===== src/rtl/fifo_mult_consumer_pkg.sv =====
// Shared definitions for the FIFO-fed shift-add multiplier: default sizes,
// the 3-bit state encoding and the pop-gating rule.
package mult_pkg;

   localparam int DEF_WIDTH = 16;
   localparam int DEF_DEEP  = 4;
   localparam int PROD_W    = 2 * DEF_WIDTH;

   localparam logic [2:0] S_IDLE  = 3'd0;
   localparam logic [2:0] S_RD_A  = 3'd1;
   localparam logic [2:0] S_RD_B  = 3'd2;
   localparam logic [2:0] S_CAP_B = 3'd3;
   localparam logic [2:0] S_MULT  = 3'd4;
   localparam logic [2:0] S_DONE  = 3'd5;

   typedef enum logic [2:0] {
      IDLE  = S_IDLE,
      RD_A  = S_RD_A,
      RD_B  = S_RD_B,
      CAP_B = S_CAP_B,
      MULT  = S_MULT,
      DONE  = S_DONE
   } state_t;

   // A free-slot count above the depth is nonsense and reads as an empty FIFO.
   function automatic logic can_start(input int left, input int deep);
      return (left <= deep) && ((deep - left) >= 2);
   endfunction

endpackage


===== src/rtl/fifo_mult_consumer_if.sv =====
// FIFO-side and result-side signals of the multiplier consumer, grouped so the
// consumer (master) and its environment (slave) connect through one port.
interface fifo_mult_consumer_if
   import mult_pkg::*;
#(
   parameter int WIDTH = DEF_WIDTH,
   parameter int CNT_W = 3
);
   logic [CNT_W-1:0]   Left_Sig;
   logic [WIDTH-1:0]   FIFO_Read_Data;
   logic               Read_Req;
   logic [2*WIDTH-1:0] Product;
   logic               Product_Valid;
   logic               Product_Ack;
   logic               Busy;

   modport master (
      input  Left_Sig, FIFO_Read_Data, Product_Ack,
      output Read_Req, Product, Product_Valid, Busy
   );

   modport slave (
      output Left_Sig, FIFO_Read_Data, Product_Ack,
      input  Read_Req, Product, Product_Valid, Busy
   );
endinterface


===== src/rtl/fifo_mult_consumer_core.sv =====
// Sequential shift-add multiplier, one multiplier bit per cycle; done and
// product are valid together in the final iteration cycle.
module shift_add_mult_core
   import mult_pkg::*;
#(
   parameter int WIDTH = DEF_WIDTH
) (
   input  logic               CLK,
   input  logic               RST,
   input  logic               start,
   input  logic [WIDTH-1:0]   A,
   input  logic [WIDTH-1:0]   B,
   output logic               done,
   output logic [2*WIDTH-1:0] product
);
   localparam int CW = (WIDTH > 1) ? $clog2(WIDTH) : 1;

   logic [WIDTH-1:0]   p_hi;
   logic [WIDTH-1:0]   b_sh;
   logic [CW-1:0]      cnt;
   logic               active;
   logic [WIDTH:0]     sum;
   logic [2*WIDTH-1:0] shifted;

   // The low bit of b_sh is consumed every cycle, so the shift drops it.
   always_comb begin
      sum     = {1'b0, p_hi} + (b_sh[0] ? {1'b0, A} : '0);
      shifted = {sum, b_sh[WIDTH-1:1]};
   end

   assign done    = active && (cnt == CW'(WIDTH - 1));
   assign product = shifted;

   always_ff @(posedge CLK or posedge RST) begin
      if (RST) begin
         p_hi   <= '0;
         b_sh   <= '0;
         cnt    <= '0;
         active <= 1'b0;
      end else if (start) begin
         p_hi   <= '0;
         b_sh   <= B;
         cnt    <= '0;
         active <= 1'b1;
      end else if (active) begin
         {p_hi, b_sh} <= shifted;
         cnt          <= cnt + 1'b1;
         if (done)
            active <= 1'b0;
      end
   end

endmodule


===== src/rtl/fifo_mult_consumer.sv =====
// Pops A/B operand pairs from the operand FIFO, multiplies them and holds the
// product under a valid/ack handshake until the next stage accepts it.
module fifo_mult_consumer
   import mult_pkg::*;
#(
   parameter int WIDTH = DEF_WIDTH,
   parameter int DEEP  = DEF_DEEP,
   parameter int CNT_W = 3
) (
   input  logic                 CLK,
   input  logic                 RST,
   fifo_mult_consumer_if.master bus
);
   state_t             state;
   logic [WIDTH-1:0]   a_reg;
   logic               start;
   logic               core_done;
   logic [2*WIDTH-1:0] core_product;
   logic               start_ok;

   assign start_ok = can_start(int'(bus.Left_Sig), DEEP);

   // B is only on the FIFO read port during CAP_B, so the core loads it there.
   assign start = (state == CAP_B);

   shift_add_mult_core #(.WIDTH(WIDTH)) u_core (
      .CLK     (CLK),
      .RST     (RST),
      .start   (start),
      .A       (a_reg),
      .B       (bus.FIFO_Read_Data),
      .done    (core_done),
      .product (core_product)
   );

   always_ff @(posedge CLK or posedge RST) begin
      if (RST) begin
         state             <= IDLE;
         a_reg             <= '0;
         bus.Read_Req      <= 1'b0;
         bus.Product       <= '0;
         bus.Product_Valid <= 1'b0;
         bus.Busy          <= 1'b0;
      end else begin
         case (state)
            IDLE: begin
               if (start_ok) begin
                  state        <= RD_A;
                  bus.Read_Req <= 1'b1;
                  bus.Busy     <= 1'b1;
               end
            end
            RD_A: begin
               state        <= RD_B;
               bus.Read_Req <= 1'b1;
            end
            RD_B: begin
               a_reg        <= bus.FIFO_Read_Data;
               state        <= CAP_B;
               bus.Read_Req <= 1'b0;
            end
            CAP_B: begin
               state <= MULT;
            end
            MULT: begin
               if (core_done) begin
                  state             <= DONE;
                  bus.Product       <= core_product;
                  bus.Product_Valid <= 1'b1;
               end
            end
            DONE: begin
               if (bus.Product_Ack) begin
                  state             <= IDLE;
                  bus.Product_Valid <= 1'b0;
                  bus.Busy          <= 1'b0;
               end
            end
            default: begin
               state             <= IDLE;
               bus.Read_Req      <= 1'b0;
               bus.Product_Valid <= 1'b0;
               bus.Busy          <= 1'b0;
            end
         endcase
      end
   end

endmodule


===== src/flat_wrapper.sv =====
// flat-port wrapper written by rule: the top's interface ports become plain ports
module fifo_mult_consumer_flat import mult_pkg::*;
#(
   parameter int WIDTH = DEF_WIDTH,
   parameter int DEEP  = DEF_DEEP,
   parameter int CNT_W = 3
)
  (CLK, RST, bus_Left_Sig, bus_FIFO_Read_Data, bus_Product_Ack, bus_Read_Req, bus_Product, bus_Product_Valid, bus_Busy);
  fifo_mult_consumer_if #(.WIDTH(WIDTH), .CNT_W(CNT_W)) bus_i ();
  input  logic CLK;
  input  logic RST;
  input wire logic [$bits(bus_i.Left_Sig)-1:0] bus_Left_Sig;
  input wire logic [$bits(bus_i.FIFO_Read_Data)-1:0] bus_FIFO_Read_Data;
  input wire logic [$bits(bus_i.Product_Ack)-1:0] bus_Product_Ack;
  output wire logic [$bits(bus_i.Read_Req)-1:0] bus_Read_Req;
  output wire logic [$bits(bus_i.Product)-1:0] bus_Product;
  output wire logic [$bits(bus_i.Product_Valid)-1:0] bus_Product_Valid;
  output wire logic [$bits(bus_i.Busy)-1:0] bus_Busy;
  assign bus_i.Left_Sig = bus_Left_Sig;
  assign bus_i.FIFO_Read_Data = bus_FIFO_Read_Data;
  assign bus_i.Product_Ack = bus_Product_Ack;
  assign bus_Read_Req = bus_i.Read_Req;
  assign bus_Product = bus_i.Product;
  assign bus_Product_Valid = bus_i.Product_Valid;
  assign bus_Busy = bus_i.Busy;
  fifo_mult_consumer #(.WIDTH(WIDTH), .DEEP(DEEP), .CNT_W(CNT_W)) u_core (.CLK(CLK), .RST(RST), .bus(bus_i));
endmodule

===== config.mk =====
export PLATFORM = sky130hd
export DESIGN_NAME = fifo_mult_consumer_flat
export DESIGN_NICKNAME = d
export VERILOG_FILES = /design/src/rtl/fifo_mult_consumer_pkg.sv /design/src/rtl/fifo_mult_consumer_if.sv /design/src/rtl/fifo_mult_consumer_core.sv /design/src/rtl/fifo_mult_consumer.sv /design/src/flat_wrapper.sv
export SDC_FILE = /design/constraint.sdc
export NUM_CORES = 1
export LEC_CHECK = 0
export CORE_UTILIZATION = 50
export DETAILED_ROUTE_END_ITERATION = 8
export PLACE_DENSITY = 0.76
export SLEW_MARGIN = 20
export SYNTH_ARGS = -nofsm -noshare
export SYNTH_HDL_FRONTEND = slang
export SYNTH_SLANG_ARGS = --single-unit

===== constraint.sdc =====
create_clock -name CLK -period 2.6 [get_ports CLK]
set_input_delay 0.39 -clock CLK [delete_from_list [all_inputs] [get_ports CLK]]
set_output_delay 0.39 -clock CLK [all_outputs]
set_load 0.02 [all_outputs]

==> results_dict.tcl <==
set metrics [dict create \
    crit_buf_inv 1 \
    period_needed_ps 2510 \
    skew_ps 11.6 \
    syn_area_sq_um 4560 \
    drc 0 \
    ios 57 \
    fp-row-count 34 \
    final_cell_count_no_fill 635 \
    crit_start "u_core.u_core.b_sh[0]" \
    n_antenna_cell 0 \
    dr.first_iter.drc_count 145 \
    path_max_fanout 6 \
    fmax_mhz 398 \
    worst_pin_slew_ps 733 \
    clk_path_buf_depth 2 \
    netlist_instances 469 \
    synth_common_cells "111 x nand2_1, 91 x dfrtp_1, 45 x o21ai_0" \
    relSlewSlack_pct 51.1 \
    cts_buffers 9 \
    dp_hpwl_um 6830 \
    criticalPathCategory "reg2reg" \
    cp_slowest_stage_delay_ps 430 \
    die_area_sq_um 9500 \
    max-cap-violations 0 \
    irDropWorstVdd_uv 277 \
    synth_most_common_cell "nand2_1" \
    arrival_ps 2750 \
    synth_ff_type "dfrtp_1" \
    status "complete, no violations" \
    crit_chain "and2_1, ha_2, fa_2, a21oi_2, o22ai_1, o31a_2, a31oi_4, buf_4, xor2_1, o21ai_0" \
    io_buffers 56 \
    vias_per_cell 5.39 \
    yosysUniqueCellTypes 44 \
    cts_tree "built" \
    track_usage_pct 21.4 \
    grt_max_degree 47 \
    syn_to_final_growth_pct 20.6 \
    largest_register_ffs 32 \
    cts.sinks 91 \
    firstDrtPassIters 4 \
    grt-ovfl-total 0 \
    yosysSeqAreaShare_pct 50.0 \
    end_kind "register" \
    crit_slowest_cell "dfrtp_1" \
    yosysWarnings 0 \
    antenna_found_initial 0 \
    period_share_pct 96.6 \
    preCtsSetupSlack_ps 18.5 \
    finalHoldViolCount 0 \
    synth.avg_cell_area_sq_um 9.72 \
    grt_pass1_wl_um 16400 \
    ant_nets 0 \
    routed_wl_um 9520 \
    synth_top_area_share_pct 50.0 \
    die_w_um 97.5 \
    coreArea_sq_um 8760 \
    hold_path.class "in2async" \
    htreeDepth 3 \
    drive_gt1_share_pct 10.8 \
    p_leak_nw 2.47 \
    synth.area.top_cells "dfrtp_1 50%, nand2_1 9.1%, mux2i_1 5.1%, ha_1 4.9%, o21ai_0 4.9%" \
    fin_total_pwr_w 0.00244 \
    holdWs_ps 478 \
    worst_slack_ps 88.1 \
    setup_viol 0 \
    clkTransAtPathRegs_ps 90 \
    start_util_pct 52.0 \
    grt_pass1_vias 3458 \
    placed_cells 617 \
    ys_async_sr_fraction_pct 100 \
    synth-seq-cells 91 \
    die_h_um 97.5 \
    synth_fp_nets 510 \
    cts_root_buffer "clkbuf_8" \
    clk_latency_ps 360 \
    synth_edf_count 0 \
    layout.nets 564 \
    start_kind "register" \
    power_density_nw_per_um2 444 \
    routabilityCongestion 0.936 \
    yosysTopAreaCell "dfrtp_1" \
    wire_per_inst_um 15.0 \
    cp.required_ps 2840 \
    vias 3420 \
    largest-register "u_core.bus.Product" \
    path_delay_family "compound AO/OA/AOI/OAI gates" \
    timing.rr.start "u_core.u_core.b_sh[0]" \
    slew_violations 0 \
]
-- report_power, final --
part	switching [W]	internal (W)	total, W	leakage, nW
combinational	0.0000410	0.0000375	0.0000785	1.21
clock	0.000501	0.000446	0.000947	0.0929
sequential	0	0.00141	0.00141	1.17
-- timing repair --
action,4_1_cts,5_1_grt
buffers inserted,0,3
gates resized for setup,0,3
pin swaps,1,6
setup endpoints to repair,1,3
hold buffers,0,0
endpoints found under the hold margin,0,0
-- layer usage --
metal | up-vias | track usage, % | part of all wire (%)
met1 | 1639 | 29.6 | 48
met3 | 16 | 4.32 | 3.8
met5 | - | 0 | 0
met4 | 0 | 8.82 | 1.9
li1 | 1693 | - | -
met2 | 72 | 32.8 | 46
-- cell type report --
cell class                      instances  area, sq um
Multi-Input combinational cell        344         2170
Timing Repair Buffer                   68          688
Clock buffer                           10          128
Inverter                                9         37.5
Tap cell                              108          135
Fill cell                             738         3270
Sequential cell                        91         2280
Clock inverter                          5         63.8
-- logic make-up (layout without fill, tap and decap cells) --
family / Yosys count / after routing / synth area share, %
AND/OR/NAND/NOR: 181 / 181 / 17.9
flip-flops: 91 / 91 / 50.0
AO/OA/AOI/OAI: 88 / 88 / 11.5
multiplexers: 39 / 39 / 9.00
buffers and inverters: 34 / 92 / 2.99
adder cells (fa/ha/maj): 19 / 19 / 5.38
XOR/XNOR: 17 / 17 / 3.27
-- placed cells by master, fill, tap and decap left out, types with 13 or more instances in the layout --
| cell | instances |
|---|---|
| nand2_1 | 111 |
| nor2_1 | 26 |
| mux2_2 | 16 |
| dfrtp_1 | 90 |
| o21ai_0 | 45 |
| and2_1 | 16 |
| ha_1 | 17 |
| a21oi_1 | 13 |
| clkdlybuf4s50_1 | 56 |
| mux2i_1 | 23 |
-- worst paths after layout --
check	endpoint	slack [ps]	cells after the start
setup / recovery	u_core.bus.Product[27]	90	10
hold / removal	u_core.u_core.b_sh[14]	480	2
setup reg to reg	u_core.bus.Product[27]	90	10
hold reg to reg	u_core.bus.Product[19]	480	2
max in group asynchronous	u_core.u_core.active	1490	3
min in group CLK	u_core.bus.Product[19]	480	2
-- per-stage QoR --
step	setup TNS, ps	cell area, sq um	utilization (%)
final	0	5500	62.7
after global routing	-6.25	5500	62.7
after CTS	0	5460	62.4
after detailed placement	0	5270	60.2
after global placement	0	5270	60.2
after floorplan	0	4560	-
Note: power is estimated with default switching activity, not from simulation.
